--- src/rtl/pipeline_control.sv ---
// Pipeline advance/hold/squash control for the F/D, D/X, X/M, M/W latches and PC.
// Define PIPELINE_CONTROL_PERF_EN to add the stall/flush/multdiv performance counters.
module pipeline_control #(
  parameter logic [4:0] LW_OPCODE  = 5'b01000,
  parameter int         MD_TIMEOUT = 40,
  parameter int         CNT_W      = 6
) (
  input  logic       clk,
  input  logic       clr,
  input  logic [4:0] d_rs,
  input  logic [4:0] d_rt,
  input  logic       d_rs_used,
  input  logic       d_rt_used,
  input  logic [4:0] x_opcode,
  input  logic [4:0] x_rd,
  input  logic       x_md_start,
  input  logic       md_ready,
  input  logic       x_branch_taken,
  output logic       pc_enable,
  output logic       fd_enable,
  output logic       dx_enable,
  output logic       xm_enable,
  output logic       mw_enable,
  output logic       fd_flush,
  output logic       dx_flush,
  output logic       xm_flush,
`ifdef PIPELINE_CONTROL_PERF_EN
  output logic [31:0] stall_cycles,
  output logic [31:0] flush_events,
  output logic [31:0] md_cycles,
`endif
  output logic       md_error
);

  typedef enum logic {RUN = 1'b0, MD_WAIT = 1'b1} state_t;

  localparam logic [CNT_W-1:0] TIMEOUT_CNT = CNT_W'(MD_TIMEOUT);

  state_t           state_reg, state_next;
  logic [CNT_W-1:0] cnt_reg, cnt_next;
  logic             err_set;
  logic             load_hazard;
  logic             md_release;

  assign load_hazard = (x_opcode == LW_OPCODE) && (x_rd != 5'd0) &&
                       ((d_rs_used && (d_rs == x_rd)) || (d_rt_used && (d_rt == x_rd)));

  // A timeout releases the pipeline exactly like a late md_ready.
  assign md_release = md_ready || (cnt_reg == TIMEOUT_CNT);

  always_ff @(posedge clk or posedge clr) begin
    if (clr) begin
      state_reg <= RUN;
      cnt_reg   <= '0;
      md_error  <= 1'b0;
    end else begin
      state_reg <= state_next;
      cnt_reg   <= cnt_next;
      if (err_set)
        md_error <= 1'b1;
    end
  end

  always_comb begin
    state_next = state_reg;
    cnt_next   = cnt_reg;
    err_set    = 1'b0;
    case (state_reg)
      RUN: begin
        if (!x_branch_taken && x_md_start && !md_ready) begin
          state_next = MD_WAIT;
          cnt_next   = CNT_W'(1);
        end
      end
      MD_WAIT: begin
        if (md_release) begin
          state_next = RUN;
          cnt_next   = '0;
          err_set    = !md_ready;
        end else if (cnt_reg < TIMEOUT_CNT) begin
          cnt_next = cnt_reg + CNT_W'(1);
        end
      end
      default: begin
        state_next = RUN;
        cnt_next   = '0;
      end
    endcase
  end

  always_comb begin
    pc_enable = 1'b1;
    fd_enable = 1'b1;
    dx_enable = 1'b1;
    xm_enable = 1'b1;
    mw_enable = 1'b1;
    fd_flush  = 1'b0;
    dx_flush  = 1'b0;
    xm_flush  = 1'b0;
    case (state_reg)
      RUN: begin
        if (x_branch_taken) begin
          fd_flush = 1'b1;
          dx_flush = 1'b1;
        end else if (x_md_start && !md_ready) begin
          {pc_enable, fd_enable, dx_enable, xm_enable} = 4'b0000;
          xm_flush = 1'b1;
        end else if (load_hazard) begin
          {pc_enable, fd_enable} = 2'b00;
          dx_flush = 1'b1;
        end
      end
      MD_WAIT: begin
        if (!md_release) begin
          {pc_enable, fd_enable, dx_enable, xm_enable} = 4'b0000;
          xm_flush = 1'b1;
        end
      end
      default: ;
    endcase
    // While clr is high the latches are cleared directly; keep every control quiet.
    if (clr) begin
      {pc_enable, fd_enable, dx_enable, xm_enable, mw_enable} = 5'b00000;
      {fd_flush, dx_flush, xm_flush} = 3'b000;
    end
  end

`ifdef PIPELINE_CONTROL_PERF_EN
  always_ff @(posedge clk or posedge clr) begin
    if (clr) begin
      stall_cycles <= '0;
      flush_events <= '0;
      md_cycles    <= '0;
    end else begin
      if (!pc_enable)
        stall_cycles <= stall_cycles + 32'd1;
      if (state_reg == RUN && x_branch_taken)
        flush_events <= flush_events + 32'd1;
      if (state_reg == MD_WAIT)
        md_cycles <= md_cycles + 32'd1;
    end
  end
`endif

endmodule

--- config.mk ---
export PLATFORM = sky130hd
export DESIGN_NAME = pipeline_control
export DESIGN_NICKNAME = d
export VERILOG_FILES = /design/src/rtl/pipeline_control.sv
export SDC_FILE = /design/constraint.sdc
export NUM_CORES = 1
export LEC_CHECK = 0
export ABC_AREA = 0
export CORE_AREA = 2 2 46 48
export DETAILED_ROUTE_END_ITERATION = 10
export DIE_AREA = 0 0 48 50
export PLACE_DENSITY = 0.73
export SLEW_MARGIN = 20
export SYNTH_ARGS = -nofsm -noshare
export SYNTH_HDL_FRONTEND = slang
export SYNTH_SLANG_ARGS = --single-unit
--- constraint.sdc ---
create_clock -name clk -period 3.25 [get_ports clk]
set_input_delay 0.975 -clock clk [delete_from_list [all_inputs] [get_ports clk]]
set_output_delay 0.975 -clock clk [all_outputs]
set_load 0.02 [all_outputs]
# Yosys cells after proc, flatten, opt, wreduce, memory -nomap -nowiden
# Cells that the tools add are included.
# Widths: inputs -> output; s select.
[classes]
n_bitwise = 1
n_reduce_logical = 13
n_mux = 32
eq_ne = 6
n_lt_le_gt_ge = 1
add_sub_neg = 1
[ops]
columns = ["operator", "count"]
rows = [
  ["$mux 1", 24],
  ["$mux 6", 3],
  ["$pmux 6 s2", 1],
  ["$eq 5x5->1", 2],
  ["$pmux 1 s2", 4],
  ["$logic_and 1x1->1", 7],
  ["$add 6x1->6 const B", 1],
  ["$eq 6x6->1 const B", 1],
  ["$lt 6x6->1 const B", 1],
  ["$eq 5x4->1 const B", 1],
  ["$reduce_bool 5->1", 1],
  ["$ne 3x1->1 const B", 1],
  ["$logic_not 1->1", 2],
  ["$logic_or 1x1->1", 2],
  ["$ne 2x2->1 const B", 1],
  ["$reduce_and 2->1", 1],
  ["$not 1->1", 1],
]
[word_totals]
register_bits = 8
out_inout_bits = 9
wordCells = 57
input_bits = 27

# Logic depth before layout (Yosys ltp)
# Gate-level depths: netlist (run 1).
[logic_depth]
ltp_word = 9
ltp_mapped = 7
depth_no_buf = 6

# Worst setup path before layout (run 1)
# No wires, ideal clock.
[synth_timing]
path_kind = "input to output"
start = "input x_rd[1]"
end = "output pc_enable"
t_arrival_ps = 2358
required_ps = 2275
slack_ps = -83
cell_stages = 5
cell_sequence = "or4_4 -> o211ai_2 -> nor3_1 -> a211oi_2 -> buf_4"
[synth_between]
elab_chain_len = 9
word_cells_on_any_way = 13
cone_classes = "eq/ne: 2; mux: 5; reduce/logical: 6"
[synth_lines]
columns = ["element", "line_no", "text"]
rows = [
  ["start: declaration", "15", "input logic [4:0] x_rd,"],
  ["$eq 5x5->1", "46", "((d_rs_used && (d_rs == x_rd)) || (d_rt_used && (d_rt == x_rd)));"],
  ["$logic_and 1x1->1", "46", ""],
  ["$logic_or 1x1->1", "46", ""],
  ["$logic_and 1x1->1 *", "45", "assign load_hazard = (x_opcode == LW_OPCODE) && (x_rd != 5'd0) &&"],
  ["$mux 1 * (3 in series)", "n/a", ""],
  ["$pmux 1 s2 *", "n/a", ""],
  ["$mux 1 *", "n/a", ""],
  ["end: declaration", "19", "output logic pc_enable,"],
]
# Mark *: on every way between the ends. The rest lies on a longest branch, timed or not.

# Worst setup path after layout (run 1)
[layout_timing]
start = "input x_rd[4]"
end = "output fd_enable"
[layout_between]
elab_chain_len = 9
word_cells_on_any_way = 13
cone_classes = "eq/ne: 2; mux: 5; reduce/logical: 6"
[layout_lines]
columns = ["element", "line_no", "text"]
rows = [
  ["$eq 5x5->1", "46", ""],
  ["$logic_and 1x1->1", "46", ""],
  ["$logic_or 1x1->1", "46", ""],
  ["$logic_and 1x1->1 *", "45", ""],
  ["$mux 1 *", "108", "end else if (load_hazard) begin"],
  ["$mux 1 *", "105", "end else if (x_md_start && !md_ready) begin"],
  ["$mux 1 *", "102", "if (x_branch_taken) begin"],
  ["$pmux 1 s2 *", "100", "case (state_reg)"],
  ["$mux 1 *", "122", "if (clr) begin"],
  ["end: declaration", "20", "output logic fd_enable,"],
]
# Marks and branches as above.

==> impl_metrics.env, run 1 <==
export IMPL_unrepaired_setup_endpoints_after_global_routing="true"
export IMPL_violated_checks="setup timing"
export IMPL_synth_adder_area_share=0.03643
export IMPL_synth_top_cells_by_area="dfrtp_1 (29%), xnor2_1 (13%), a21o_1 (4.4%), a211oi_2 (3.6%), ha_1 (3.6%)"
export IMPL_iteration_count_of_the_initial_detailed_routing_pass=4
export IMPL_yosys_register_bits=8
export IMPL_post_synth_mux_area_share=0
export IMPL_report_final_hold_viol_count=0
export IMPL_cp_slowest_cell="or4_4"
export IMPL_synthXorXnorAreaFrac=0.1275
export IMPL_synth_seq_area_share=0.2914
export IMPL_report_final_slew_viol_count=0
export IMPL_r2r_start="cnt_reg[0]$_DFFE_PP0P_"
export IMPL_die_x_um=48
export IMPL_num_antenna_cells=0
export IMPL_fin_worst_skew_ns=0.004327
export IMPL_vias_in_the_first_global_route=756
export IMPL_drt_vias_per_instance=4.987
export IMPL_remaining_drc_errors=0
export IMPL_fin_ws_ns=-0.1106
export IMPL_post_layout_nonfiller_instances=154
export IMPL_place_gp_congestion=0.8014
export IMPL_numCtsBuffers=3
export IMPL_finalSetupViolations=2
export IMPL_number_of_sinks_driven_by_the_clock_tree=8
export IMPL_grt_total_usage=0.1992
export IMPL_layout_common_cells="clkdlybuf4s50_1 (16), buf_4 (16), xnor2_1 (10)"
export IMPL_top_cell_type_s_share_of_synthesized_area=0.2914
export IMPL_mappedNetlistNets=104
export IMPL_htree_levels=1
export IMPL_post_synthesis_instance_area_um2=686.9
export IMPL_detailed_place_hpwl_um=1621
export IMPL_clk_pin_slew_ns=0.06
export IMPL_clkLatencyLatePin_ns=0.25
export IMPL_maxClockFrequency_ghz=0.2976
export IMPL_global_route_overflow_total=0
export IMPL_post_synth_num_cell_types=32
export IMPL_combinational_family_with_the_most_area_after_synthesis="compound AO/OA/AOI/OAI gates"
export IMPL_max_cap_violations=0
export IMPL_tightestPinTransition_ns=0.5336
export IMPL_max_rail_drop_vdd_mv=0.2151
export IMPL_design_area_um2=1239
export IMPL_cts_tree="done"
export IMPL_start_kind="primary input"
export IMPL_leakage_nw=0.5837
export IMPL_area_growth_synth_to_final_pct=80.33
export IMPL_synth_compound_area_share=0.2732
export IMPL_library_cell_occupying_the_most_area_in_the_post_synthesis_netlist="dfrtp_1"
export IMPL_largest_buffer_count_on_any_clock_path=2
export IMPL_num_nets_final=158
export IMPL_place_detailed_instances=146
export IMPL_netlist_instances=75
export IMPL_route_final_wire_length_um=2108
export IMPL_floorplan_die_area_um2=2400
export IMPL_grt_max_degree=10
export IMPL_synth_warning_count=0
export IMPL_worstPathCellList="buf_6 > or4_4 > o211ai_4 > buf_6 > nor3_4 > a211oi_4 > buf_6"
export IMPL_rows=16
export IMPL_ratio_of_cells_with_drive_above_1_in_the_final_layout=0.3465
export IMPL_die_h_um=50
export IMPL_timing_critical_path_to_type="output port"
export IMPL_slew_headroom=0.6405
export IMPL_core_um2=1902
export IMPL_via_count=768
export IMPL_wl_per_cell_um=13.69
export IMPL_grt_pass1_wl_um=3443
export IMPL_effective_utilization_at_floorplan=0.3612
export IMPL_critical_path_max_fanout=2
export IMPL_clock_root_buffer="clkbuf_4"
export IMPL_count_of_input_and_output_buffers=35
export IMPL_power_density_nw_per_um2=256.3
export IMPL_timing_final_crit_period_ns=3.361
export IMPL_post_dp_cell_area_um2=1151
export IMPL_reg2reg_setup_slack_ns=1.73
export IMPL_top_level_ports=36
export IMPL_hold_start="md_error$_DFFE_PP0P_"
export IMPL_number_of_antenna_violations_at_the_first_check_in_global_routing=0
export IMPL_postSynthAreaPerCell_um2=9.159
export IMPL_number_of_flip_flops_under_the_largest_register_name=6
export IMPL_timing_critical_path_from="x_rd[4]"
export IMPL_required_time_at_the_worst_slack_endpoint_ns=2.27
export IMPL_worst_endpoint_arrival_ns=2.39
export IMPL_final_min_period_over_clock_period=1.034
export IMPL_initialDrtViolationCount=13
export IMPL_slowest_stage_delay_cp_ns=0.54
export IMPL_outcome="complete, but fails checks"
export IMPL_postRouteAntennaNets=0
export IMPL_crit_top_cell="buf_6"
export IMPL_simple_gate_fraction_of_synth_area=0.2058
export IMPL_timing_setup_critical_path_class="primary input to output port"
export IMPL_hold_path_class="flip-flop to flip-flop"
-- layout make-up --
class,instances,area [um^2]
inverters,6,22.52
well taps,27,33.78
fillers,164,663.1
flip-flops and latches,8,200.2
multi-input cells,58,494.2
repair buffers,52,465.4
clock buffers,3,22.52
-- kinds of logic (layout without fill, tap and decap cells) --
| group | count (synthesis) | count (layout) |
|---|---|---|
| fa+ha+maj | 2 | 2 |
| simple gates | 21 | 21 |
| buf+inv | 9 | 61 |
| compound gates | 25 | 25 |
| flops | 8 | 8 |
| xor+xnor | 10 | 10 |
-- cells in the mapped netlist, drive strengths merged --
library cell,number
a2111oi,1
a211oi,2
inv,6
or4,1
nor3,2
nor4bb,1
nand2b,1
o2bb2ai,2
nand4b,1
and2,3
nor2b,1
a41oi,1
a21o,4
nor3b,1
a21oi,4
nand2,3
o21ai,6
o211ai,2
o22ai,1
xnor2,10
nor2,2
dfrtp,8
and3,1
nand4,2
buf,3
and4b,1
a31o,1
nor4b,1
a211o,1
ha,2
-- metrics by stage --
stage                     setup TNS (ns)  setup WS, ns  hold WS (ns)    util  total power [mW]
after global placement            -3.447       -0.7652        0.4470  0.6053            0.2356
final                            -0.2206       -0.1106        0.4529  0.6513            0.3175
after floorplan                        0       0.01375        0.4952       -            0.1717
after detailed placement          -3.645       -0.8168        0.4464  0.6053            0.2378
after global routing             -0.3702       -0.1577        0.4916  0.6513            0.3425
after CTS                        -0.2677       -0.1343        0.4573  0.6382            0.3174
-- critical path: cells and delay by family --
kind | cells | cell delay (ns)
simple gates | 2 | 0.58
compound gates | 2 | 0.45
buf+inv | 3 | 0.37
-- where the power goes --
group	internal (mW)	leakage [nW]	total (mW)	switching, mW
logic	0.0726	0.463	0.127	0.0546
clock network	0.0422	0.0138	0.0756	0.0334
registers	0.106	0.107	0.115	0.00875
-- routing by layer --
layer	global-route usage	up-vias	routed length, um
met3	0.06593	4	92
met5	0	-	0
met4	0.03604	0	29
li1	-	381	-
met1	0.2422	356	876
met2	0.3333	27	1110
-- final timing paths --
kind                                          end  cells past startpoint
setup reg to reg           cnt_reg[3]$_DFFE_PP0P_                      6
min in group asynchronous    md_error$_DFFE_PP0P_                      4
hold reg to reg              md_error$_DFFE_PP0P_                      1
setup / recovery                        fd_enable                      7
hold / removal               md_error$_DFFE_PP0P_                      1
max in group asynchronous  cnt_reg[1]$_DFFE_PP0P_                      4
-- what timing repair did --
| item | 4_1_cts | 5_1_grt |
|---|---|---|
| pin swaps | 8 | 4 |
| setup buffers | 3 | 2 |
| hold buffers | 0 | 0 |
| hold endpoints to repair | 0 | 0 |
| setup endpoints to repair | 8 | 5 |
| resized for setup | 64 | 6 |
Power figures use the tool's default switching activity.
==> run 2: changes to the inputs <==
--- a/config.mk
+++ b/config.mk
@@ -9,8 +9,9 @@
 export CORE_AREA = 2 2 46 48
 export DETAILED_ROUTE_END_ITERATION = 10
 export DIE_AREA = 0 0 48 50
+export HOLD_SLACK_MARGIN = 0.02
 export PLACE_DENSITY = 0.73
-export SLEW_MARGIN = 20
+export SLEW_MARGIN = 10
 export SYNTH_ARGS = -nofsm -noshare
 export SYNTH_HDL_FRONTEND = slang
 export SYNTH_SLANG_ARGS = --single-unit
==> results of run 2 <==
Final layout, timing and power as in run 1 (identical DEF).
